File: config.mk
export PLATFORM = sky130hd
export DESIGN_NAME = filter_loader
export DESIGN_NICKNAME = d
export VERILOG_FILES = /design/src/rtl/filter_loader.sv
export SDC_FILE = /design/constraint.sdc
export NUM_CORES = 1
export LEC_CHECK = 0
export CAP_MARGIN = 20
export CORE_MARGIN = 3
export CORE_UTILIZATION = 30
export DETAILED_ROUTE_END_ITERATION = 10
export GPL_TIMING_DRIVEN = 0
export MAX_ROUTING_LAYER = met4
export SYNTH_ARGS = -nofsm -noshare
export SYNTH_HDL_FRONTEND = slang
export SYNTH_SLANG_ARGS = --single-unit
File: constraint.sdc
create_clock -name clk -period 2.1 [get_ports clk]
set_input_delay 0.21 -clock clk [delete_from_list [all_inputs] [get_ports clk]]
set_output_delay 0.21 -clock clk [all_outputs]
set_load 0.01 [all_outputs]
File: src/rtl/filter_loader.sv
// Streams one DEPTH_F x DEPTH_F filter from a byte source into wmem's load_start/addr/data/load_done channels.
// Latency: 3 cycles per element plus 2-cycle start and end tokens. Every channel stalls indefinitely on !ready or !src_valid, holding its data.
module filter_loader #(
  parameter int WIDTH_data = 8,
  parameter int WIDTH_addr = 12,
  parameter int DEPTH_F    = 5
) (
  input  logic                  clk,
  input  logic                  rst_n,
  input  logic                  start,
  input  logic                  src_valid,
  input  logic [WIDTH_data-1:0] src_data,
  output logic                  src_ready,
  output logic                  ls_valid,
  input  logic                  ls_ready,
  output logic                  fa_valid,
  output logic [WIDTH_addr-1:0] fa_data,
  input  logic                  fa_ready,
  output logic                  fd_valid,
  output logic [WIDTH_data-1:0] fd_data,
  input  logic                  fd_ready,
  output logic                  ld_valid,
  input  logic                  ld_ready,
  output logic                  busy,
  output logic                  done,
  output logic [WIDTH_addr-1:0] elem_cnt
);

  localparam int                  N_ELEM    = DEPTH_F * DEPTH_F;
  localparam logic [WIDTH_addr-1:0] LAST_ADDR = WIDTH_addr'(N_ELEM - 1);
  localparam logic [WIDTH_addr-1:0] ONE       = WIDTH_addr'(1);

  typedef enum logic [2:0] {IDLE, LS, FETCH, ADDR, DATA, LD} state_t;

  state_t                  state;
  logic [WIDTH_addr-1:0]   addr_cnt;

  always_ff @(posedge clk or negedge rst_n) begin
    if (!rst_n) begin
      state     <= IDLE;
      addr_cnt  <= '0;
      src_ready <= 1'b0;
      ls_valid  <= 1'b0;
      fa_valid  <= 1'b0;
      fa_data   <= '0;
      fd_valid  <= 1'b0;
      fd_data   <= '0;
      ld_valid  <= 1'b0;
      busy      <= 1'b0;
      done      <= 1'b0;
      elem_cnt  <= '0;
    end else begin
      done <= 1'b0;
      case (state)
        IDLE: begin
          // A start coinciding with the done pulse belongs to the finished load.
          if (start && !done) begin
            busy     <= 1'b1;
            ls_valid <= 1'b1;
            elem_cnt <= '0;
            addr_cnt <= '0;
            state    <= LS;
          end
        end
        LS: begin
          if (ls_ready) begin
            ls_valid  <= 1'b0;
            src_ready <= 1'b1;
            state     <= FETCH;
          end
        end
        FETCH: begin
          if (src_valid) begin
            fd_data   <= src_data;
            fa_data   <= addr_cnt;
            fa_valid  <= 1'b1;
            src_ready <= 1'b0;
            state     <= ADDR;
          end
        end
        ADDR: begin
          if (fa_ready) begin
            fa_valid <= 1'b0;
            fd_valid <= 1'b1;
            state    <= DATA;
          end
        end
        DATA: begin
          if (fd_ready) begin
            fd_valid <= 1'b0;
            elem_cnt <= elem_cnt + ONE;
            if (addr_cnt == LAST_ADDR) begin
              ld_valid <= 1'b1;
              state    <= LD;
            end else begin
              addr_cnt  <= addr_cnt + ONE;
              src_ready <= 1'b1;
              state     <= FETCH;
            end
          end
        end
        LD: begin
          if (ld_ready) begin
            ld_valid <= 1'b0;
            busy     <= 1'b0;
            done     <= 1'b1;
            state    <= IDLE;
          end
        end
        default: state <= IDLE;
      endcase
    end
  end

endmodule

==> reports/results.tsv <==
stage	metric	value	unit
run_status	status	finished clean	
cells_and_area	fin_nets	331	
worst_setup_path	startpoint_type	flop	
clock_tree	root_buffer	clkbuf_8	
sta	fin_skew	2.76	ps
logic_synthesis	yosysWarnings	0	
global_route	grt_pass1_wl	10800	um
sta	setup_violations	0	
routing	wl_per_cell	15.0	um
die	fp.dieArea	10100	um^2
sta	rsz0062_at_grt	false	
clock_tree	htreeDepth	2	
worst_setup_path	crit_start	state[2]	
power	p_leak	1.43	nW
worst_setup_path	ff2ff_setup_slack	180	ps
sta	max_freq	0.521	GHz
power	peakVddDrop	0.000508	V
worst_setup_path	crit_type	reg2reg	
clock_tree	tritoncts	yes	
logic_synthesis	async_reset_ff_share	100	%
sta	holdWs	370	ps
sta	hold_viol_final	0	
cells_and_area	n_antenna_cell	0	
min_path	hold_class	in2async	
die	core_region_area	8460	um^2
routing	drc	0	
sta	slew_violations	0	
logic_synthesis	synth_edf_count	0	
routing	firstDrtPassIters	4	
routing	route.vias.total	2120	
placement	dp_hpwl	4690	um
placement	port_buffers	54	
clock_tree	cts.sinks	54	
global_route	use_met2	21.3	%
global_route	antenna_found_initial	0	
cells_and_area	finalNonFillerCells	418	
global_route	grt.total_usage	13.6	%
global_route	grtUsageMet1	18.6	%
logic_synthesis	ys_ff_latch	54	
global_route	grt_pass1_vias	2154	
cells_and_area	drive_gt1_share	16.9	%
die	pin_count	55	
cells_and_area	fin_area	3500	um^2
placement	placedCellCount	406	
global_route	busiest_layer	met2	
die	die_h	101	um
clock_tree	cts_max_path_buffers	2	
placement	place_area	3370	um^2
cells_and_area	syn2layout_area_growth	30.5	%
cells_and_area	final_common_cell	dfrtp_1	
sta	setup_slack	179	ps
routing	drt_iter0_drc	139	
cells_and_area	nFillCells	843	
logic_synthesis	ys_seq_area_share	50.4	%
flow_run	maxCapViolations	0	
worst_setup_path	r2r-start	state[2]	
die	rows	33	
worst_setup_path	crit_fanout	10	
clock_tree	cts_made_buffers	5	
logic_synthesis	synth_area	2680	um^2
global_route	use_met3	2.84	%
worst_setup_path	endpoint_kind	flop	
routing	postRouteAntennaNets	0	
global_route	grt_max_degree	39	
routing	via_per_inst	5.07	
cells_and_area	seqCellArea	1350	um^2
logic_synthesis	synth_area_per_cell	10.9	um^2
clock_tree	insertion_delay	300	ps
logic_synthesis	synth_nets	265	
clock_tree	clkSlewWorstSetupHoldPaths	90	ps
placement	place_congestion	0.794	
cells_and_area	final_cell_mix	dfrtp_1 (54), clkdlybuf4s50_1 (53), nor2_1 (26), mux2_2 (20), xnor2_1 (15)	
worst_setup_path	arrival	2120	ps
power	power-per-cell-area	966	nW/um^2
sta	min_period_over_period	91.5	%
worst_setup_path	r2r_cells	6	
routing	wirelength	6280	um
die	initial_utilization	31.7	%
sta	finalCriticalPeriod	1920	ps
worst_setup_path	r2r_end	addr_cnt[5]	
placement	place_ws	-202	ps
logic_synthesis	syn_inst	246	
sta	tightest_slew	521	ps
cells_and_area	multi_input_area	1230	um^2
worst_setup_path	cp.required	2300	ps
die	die_x	101	um
logic_synthesis	ys_types	39	
logic_synthesis	synth_ff_type	dfrtp_1	
sta	timing.slew.headroom	65.3	%
worst_setup_path	crit_path_end	addr_cnt[5]	
global_route	overflow	0	
## state kept, by name (all words and copies together), names as in the netlist
register	count
fd_valid	1
ld_valid	1
state	3
src_ready	1
fd_data	8
addr_cnt	12
done	1
fa_data	12
ls_valid	1
elem_cnt	12
busy	1
fa_valid	1
## cell families (layout without fill, tap and decap cells)
| group | after synthesis | count (layout) | synth area share [%] |
|---|---|---|---|
| XOR/XNOR | 16 | 16 | 5.22 |
| AO/OA/AOI/OAI | 51 | 51 | 14.5 |
| flip-flops | 54 | 54 | 50.4 |
| multiplexers | 25 | 25 | 10.4 |
| AND/OR/NAND/NOR | 74 | 74 | 14.4 |
| buffers and inverters | 23 | 90 | 3.82 |
| adder cells (fa/ha/maj) | 3 | 3 | 1.40 |
## layout make-up
class	count	area share (%)
repair buffers	59	16.8
well taps	105	3.75
multi-input cells	169	35.2
plain buffers	14	2.04
clock buffers	7	2.47
inverters	9	0.965
flip-flops and latches	54	38.6
clock inverters	1	0.143
## per-layer routing
layer	share of wire, %	up-vias
met1	46	1057
met3	4.9	5
li1	-	1008
met2	48	50
met5	0	-
met4	0.73	0
## how the worst min path moves through the flow
stage / to / depth (start not counted) / startpoint / slack [ps]
after detailed placement: elem_cnt[8] / 1 / rst_n / 170
after floorplan: addr_cnt[0] / 0 / rst_n / -90
final: elem_cnt[8] / 2 / rst_n / 370
after global placement: busy / 1 / busy / 460
after global routing: elem_cnt[6] / 2 / rst_n / 420
after CTS: elem_cnt[8] / 2 / rst_n / 390
## synthesized netlist by cell type (all sizes together) (2+ instances only)
cell / number / area (um^2)
a2111oi: 8 / 120
nand3b: 2 / 15.0
nand4bb: 3 / 33.8
a211oi: 9 / 67.6
nor2: 26 / 97.6
dfrtp: 54 / 1350
nand2b: 2 / 12.5
a31o: 2 / 17.5
a211o: 2 / 17.5
nand3: 10 / 50.1
or2: 2 / 12.5
a21oi: 12 / 60.1
ha: 3 / 37.5
mux2i: 3 / 30.0
clkbuf: 6 / 22.5
nor3: 2 / 10.0
nor2b: 2 / 12.5
nand4: 5 / 31.3
mux2: 22 / 248
a31oi: 2 / 12.5
nand2: 11 / 41.3
xnor2: 15 / 131
nor3b: 4 / 30.0
buf: 8 / 46.3
inv: 9 / 33.8
o21ai: 11 / 55.1
## stage by stage
stage	total power (W)	TNS (ps)	utilization (%)
after global routing	0.00362	0	41.3
after CTS	0.00341	0	41.0
final	0.00338	0	41.3
after floorplan	0.00220	0	-
after detailed placement	0.00280	-1320	39.8
after global placement	0.00277	-51960	39.6
## timing repair
item	CTS	global route
buffers inserted	0	3
hold buffers	1	0
gates resized for setup	0	2
endpoints found under the setup margin	0	8
endpoints found under the hold margin	16	0
## worst max-delay path: stages (launching register included)
cell and delay [ps]:
dfrtp_1 450, or3b_1 400, buf_2 170, clkbuf_1 240
a211oi_1 350, xnor2_1 160, nor2_1 50
## power breakdown
group / switching, W / internal, W / leakage [nW] / total, W
Clock: 0.000336 / 0.000267 / 0.0482 / 0.000604
Combinational: 0.000701 / 0.000692 / 0.665 / 0.00139
Sequential: 0.000142 / 0.00124 / 0.714 / 0.00139
Total: 0.00118 / 0.00220 / 1.43 / 0.00338
Note: power is estimated with default switching activity, not from simulation.
